<file path="src/rtl/stack_tos_pkg.sv">
// Shared constants and width helpers for the TOS/NOS data stack.
// Imported by stack_tos and stack_ram.
package stack_tos_pkg;

  // Full-stack policy selectors for the OVFMODE parameter
  localparam int OVF_SAT  = 0;
  localparam int OVF_WRAP = 1;

  // Width of a counter able to hold 0..depth inclusive
  function automatic int nlevel_w(input int depth);
    return $clog2(depth + 1);
  endfunction

  // Width of an index into a depth-entry storage array
  function automatic int nptr_w(input int depth);
    return (depth <= 2) ? 1 : $clog2(depth);
  endfunction

endpackage

</file>
<file path="src/rtl/stack_ram.sv">
// DEPTH x NBDATA stack storage: one synchronous write port and two
// asynchronous read ports (top and top-1), suited to distributed RAM.
module stack_ram
  import stack_tos_pkg::*;
#(
  parameter int  NBDATA = 32,
  parameter int  DEPTH  = 8,
  localparam int NPTR   = nptr_w(DEPTH)
) (
  input  logic              clk,
  input  logic              we_i,
  input  logic [NPTR-1:0]   waddr_i,
  input  logic [NBDATA-1:0] wdata_i,
  input  logic [NPTR-1:0]   raddr_top_i,
  input  logic [NPTR-1:0]   raddr_nos_i,
  output logic [NBDATA-1:0] rdata_top_o,
  output logic [NBDATA-1:0] rdata_nos_o
);

  logic [NBDATA-1:0] mem_q [DEPTH];

  // Contents are never reset; the owner masks reads with its level counter
  always_ff @(posedge clk) begin
    if (we_i) begin
      mem_q[waddr_i] <= wdata_i;
    end
  end

  assign rdata_top_o = mem_q[raddr_top_i];
  assign rdata_nos_o = mem_q[raddr_nos_i];

endmodule

</file>
<file path="src/rtl/stack_tos.sv">
// Parametrised processor data stack exposing TOS/NOS with zero read latency,
// occupancy level, sticky overflow/underflow and a saturate/wrap full policy.
module stack_tos
  import stack_tos_pkg::*;
#(
  parameter int  NBDATA  = 32,
  parameter int  DEPTH   = 8,
  parameter int  OVFMODE = OVF_SAT,
  localparam int NLEVEL  = nlevel_w(DEPTH)
) (
  input  logic              clk,
  input  logic              rst,
  input  logic              push,
  input  logic              pop,
  input  logic              flush,
  input  logic              clr_err,
  input  logic [NBDATA-1:0] din,
  output logic [NBDATA-1:0] tos,
  output logic [NBDATA-1:0] nos,
  output logic [NLEVEL-1:0] level,
  output logic              empty,
  output logic              full,
  output logic              ovf,
  output logic              udf
);

  localparam int NPTR = nptr_w(DEPTH);
  localparam logic [NPTR-1:0]   PTR_LAST  = NPTR'(DEPTH - 1);
  localparam logic [NLEVEL-1:0] LEVEL_MAX = NLEVEL'(DEPTH);
  localparam logic [NLEVEL-1:0] LEVEL_TWO = NLEVEL'(2);

  // base_q: slot of the oldest entry; wp_q: first free slot above the top.
  // Both advance modulo DEPTH so DEPTH need not be a power of two.
  logic [NPTR-1:0]   base_q, base_d;
  logic [NPTR-1:0]   wp_q, wp_d;
  logic [NLEVEL-1:0] level_q, level_d;
  logic              ovf_q, ovf_d;
  logic              udf_q, udf_d;

  logic              ram_we;
  logic [NPTR-1:0]   ram_waddr;
  logic [NPTR-1:0]   top_idx;
  logic [NPTR-1:0]   nos_idx;
  logic [NBDATA-1:0] ram_top;
  logic [NBDATA-1:0] ram_nos;
  logic              is_empty;
  logic              is_full;

  function automatic logic [NPTR-1:0] ptr_inc(input logic [NPTR-1:0] p);
    return (p == PTR_LAST) ? '0 : p + 1'b1;
  endfunction

  function automatic logic [NPTR-1:0] ptr_dec(input logic [NPTR-1:0] p);
    return (p == '0) ? PTR_LAST : p - 1'b1;
  endfunction

  assign top_idx  = ptr_dec(wp_q);
  assign nos_idx  = ptr_dec(top_idx);
  assign is_empty = (level_q == '0);
  assign is_full  = (level_q == LEVEL_MAX);

  always_comb begin
    base_d    = base_q;
    wp_d      = wp_q;
    level_d   = level_q;
    ovf_d     = ovf_q & ~clr_err;
    udf_d     = udf_q & ~clr_err;
    ram_we    = 1'b0;
    ram_waddr = wp_q;

    if (flush) begin
      level_d = '0;
      wp_d    = base_q;
    end else if (push && pop && !is_empty) begin
      // Replace: overwrite the top slot in place, never an overflow
      ram_we    = 1'b1;
      ram_waddr = top_idx;
    end else if (push) begin
      if (!is_full) begin
        ram_we    = 1'b1;
        wp_d      = ptr_inc(wp_q);
        level_d   = level_q + 1'b1;
      end else begin
        ovf_d = 1'b1;
        if (OVFMODE == OVF_WRAP) begin
          // When full the free slot coincides with base: overwrite the oldest
          ram_we = 1'b1;
          wp_d   = ptr_inc(wp_q);
          base_d = ptr_inc(base_q);
        end
      end
    end else if (pop) begin
      if (!is_empty) begin
        wp_d    = top_idx;
        level_d = level_q - 1'b1;
      end else begin
        udf_d = 1'b1;
      end
    end
  end

  always_ff @(posedge clk or posedge rst) begin
    if (rst) begin
      base_q  <= '0;
      wp_q    <= '0;
      level_q <= '0;
      ovf_q   <= 1'b0;
      udf_q   <= 1'b0;
    end else begin
      base_q  <= base_d;
      wp_q    <= wp_d;
      level_q <= level_d;
      ovf_q   <= ovf_d;
      udf_q   <= udf_d;
    end
  end

  stack_ram #(
    .NBDATA (NBDATA),
    .DEPTH  (DEPTH)
  ) u_ram (
    .clk         (clk),
    .we_i        (ram_we),
    .waddr_i     (ram_waddr),
    .wdata_i     (din),
    .raddr_top_i (top_idx),
    .raddr_nos_i (nos_idx),
    .rdata_top_o (ram_top),
    .rdata_nos_o (ram_nos)
  );

  // Storage is not cleared by reset or flush, so gate reads by occupancy
  assign tos   = is_empty ? '0 : ram_top;
  assign nos   = (level_q >= LEVEL_TWO) ? ram_nos : '0;
  assign level = level_q;
  assign empty = is_empty;
  assign full  = is_full;
  assign ovf   = ovf_q;
  assign udf   = udf_q;

endmodule

</file>
<file path="config.mk">
export PLATFORM = sky130hd
export DESIGN_NAME = stack_tos
export DESIGN_NICKNAME = d
export VERILOG_FILES = /design/src/rtl/stack_tos_pkg.sv /design/src/rtl/stack_ram.sv /design/src/rtl/stack_tos.sv
export SDC_FILE = /design/constraint.sdc
export NUM_CORES = 1
export LEC_CHECK = 0
export CAP_MARGIN = 15
export CORE_UTILIZATION = 60
export CTS_BUF_LIST = sky130_fd_sc_hd__clkbuf_4
export DETAILED_ROUTE_END_ITERATION = 7
export MAX_ROUTING_LAYER = met4
export PLACE_DENSITY = 0.82
export SYNTH_ARGS = -nofsm -noshare
export SYNTH_HDL_FRONTEND = slang
export SYNTH_HIERARCHICAL = 1
export SYNTH_SLANG_ARGS = --single-unit
</file>
<file path="constraint.sdc">
create_clock -name clk -period 5.4 [get_ports clk]
set_clock_uncertainty 0.1 [all_clocks]
set_input_delay 0.81 -clock clk [delete_from_list [all_inputs] [get_ports clk]]
set_output_delay 0.81 -clock clk [all_outputs]
set_load 0.1 [all_outputs]
</file>
==> impl_metrics.env <==
export IMPL_wl_per_cell_microns=25.1
export IMPL_hpwl_microns=16800
export IMPL_drt_iter0_markers=532
export IMPL_synthCells=658
export IMPL_clk_latency_ps=640
export IMPL_fillCellCount=1345
export IMPL_syn_to_final_growth_pct=16.4
export IMPL_port_buffers=109
export IMPL_cts_hold_fix_buffers=0
export IMPL_cp_required_ps=4490
export IMPL_rsz0062_at_grt="false"
export IMPL_post_cts_resize_count=0
export IMPL_antenna_found_initial=3
export IMPL_nets=862
export IMPL_drive_gt1_frac=0.370
export IMPL_drc=0
export IMPL_htree_levels=3
export IMPL_globalRouteTotalUtil=0.279
export IMPL_fin_crit_sh=0.920
export IMPL_wirelength_microns=28700
export IMPL_cts_tree="built"
export IMPL_maxCapViolCount=0
export IMPL_start_util=0.617
export IMPL_yosysWarnings=6
export IMPL_grt_pass1_vias=7850
export IMPL_worst_slew_margin_rel=0.340
export IMPL_ctsLongestPathBuffers=3
export IMPL_cts_inserted_buffers=68
export IMPL_coreArea_sq_mm=0.0212
export IMPL_fp_dieW_microns=150
export IMPL_gp_congestion=0.825
export IMPL_multi_input_area_sq_mm=0.00492
export IMPL_syn_area_sq_mm=0.0131
export IMPL_clk_transition_reported_paths_ps=70
export IMPL_worstSetupStartpointType="register"
export IMPL_post_cts_buffers=0
export IMPL_grt_pass1_wl_microns=43900
export IMPL_row_count=53
export IMPL_synth_area_per_cell_sq_um=19.9
export IMPL_status="finished, final reports clean"
export IMPL_ff_latch_area_sq_mm=0.00791
export IMPL_hold_class="input port to asynchronous set/reset pin"
export IMPL_yosysSeqAreaShare=0.604
export IMPL_via_per_inst=6.47
export IMPL_final_min_clock_period_ps=4970
export IMPL_drv_slew=0
export IMPL_r2r_slack_ps=1680
export IMPL_cp_arrival_ps=4060
export IMPL_tightestPinTransition_ps=989
export IMPL_finalSetupTns_ps=0
export IMPL_crit_fanout=38
export IMPL_die_h_microns=150
export IMPL_ys_types=36
export IMPL_setup_viol=0
export IMPL_firstDrtPassIters=5
export IMPL_cts_sinks=265
export IMPL_dieArea_sq_mm=0.0224
export IMPL_grt_max_degree=67
export IMPL_cp_end_kind="output pin"
export IMPL_finalHoldViolCount=0
export IMPL_synth_seq_cells=265
export IMPL_final_cell_mix="edfxtp_1 (256), clkbuf_4 (97), buf_4 (85)"
export IMPL_fmax_mhz=201
export IMPL_via_count=7405
export IMPL_root_buffer="clkbuf_4"
export IMPL_pin_count=110
export IMPL_synth_nets=705
export IMPL_final_common_cell="edfxtp_1"
export IMPL_crit_type="register to output pin"
export IMPL_ant_nets=0
export IMPL_grt_remaining_overflow=0
==> sequential cells by signal, summed over array words and instances (netlist names) <==
name         count
u_ram/mem_q    256
level            4
wp_q             3
ovf              1
udf              1
==> final timing paths <==
kind                                          start                           to  cells after the start
worst max-delay path            wp_q[0]$_DFFE_PP0P_                       tos[3]                     10
worst min-delay path                            rst         level[1]$_DFFE_PP0P_                      2
worst max register to register  wp_q[0]$_DFFE_PP0P_  u_ram/mem_q[6][7]$_DFFE_PP_                      9
worst min register to register        ovf$_DFF_PP0_                ovf$_DFF_PP0_                      2
max in group asynchronous                       rst          wp_q[1]$_DFFE_PP0P_                      2
min in group clk                      ovf$_DFF_PP0_                ovf$_DFF_PP0_                      2
==> layout make-up <==
class,instances,area share
repair buffers,132,0.0740
diodes,3,0.000492
well taps,275,0.0226
clock inverters,24,0.00944
clock buffers,97,0.0478
multi-input cells,333,0.323
flip-flops and latches,265,0.519
inverters,15,0.00378
==> cells in the mapped netlist, drive strengths merged <==
master  number  share of area
a211oi       4         0.0032
o211ai       2         0.0011
o311a        1        0.00076
nand2        7         0.0020
and2         2        0.00095
a31oi        1        0.00048
nor3         6         0.0023
edfxtp     256           0.59
clkbuf      10         0.0030
o32ai        1        0.00067
nor2        17         0.0049
o21ai        3         0.0011
dfrtp        9          0.017
mux4       128           0.24
buf         35          0.019
nor4         1         0.0016
nand2b       7         0.0033
o211a        1        0.00076
nand3        1        0.00038
mux2i        2         0.0015
fa           1         0.0015
a21oi        4         0.0015
xnor2        3         0.0020
or3          1        0.00048
inv         15         0.0043
nor2b       64          0.031
mux2        65          0.056
nor3b        1        0.00095
ha           8         0.0076
or4          1        0.00057
o22a         1        0.00067
==> cell families (layout without fill, tap and decap cells) <==
family                     count (synthesis)  after routing  synth area share
AOI/OAI and AO/OA                         18             18            0.0104
xor gates and xnor gates                   3              3           0.00201
adders and majority gates                  9              9           0.00917
buffers and inverters                     60            268            0.0261
DFF                                      265            265             0.604
muxes                                    195            195             0.300
other                                      0              3                 0
and+or+nand+nor                          108            108            0.0480
==> per-stage QoR <==
stage,worst slack (ps),hold WS (ps),util,cell area [sq um],cells
finish,434,334,0.718,15200,1144
global route,269,339,0.718,15200,1144
CTS,426,287,0.718,15200,1141
detailed placement,1160,415,0.677,14400,1020
global placement,1250,417,0.677,14400,1020
floorplan,437,433,-,13100,658
==> metal layers <==
layer	vias up	GRT usage	wire (microns)
li1	3164	-	-
met1	3854	0.343	11100
met2	333	0.460	15000
met3	54	0.0482	1920
met4	0	0.119	676
met5	-	-	0
==> worst max-delay path, stage by stage, from the launching register on <==
cell and delay (ps):
dfrtp_1 470, inv_1 100, ha_1 230, nand2b_1 150
and2_1 220, clkinv_2 550, buf_12 430, mux4_1 510
mux2_2 270, nor2b_1 160, buf_4 250
Power is not shown: default switching activity piles up to over one toggle a cycle in this logic, so the estimate is an artifact.
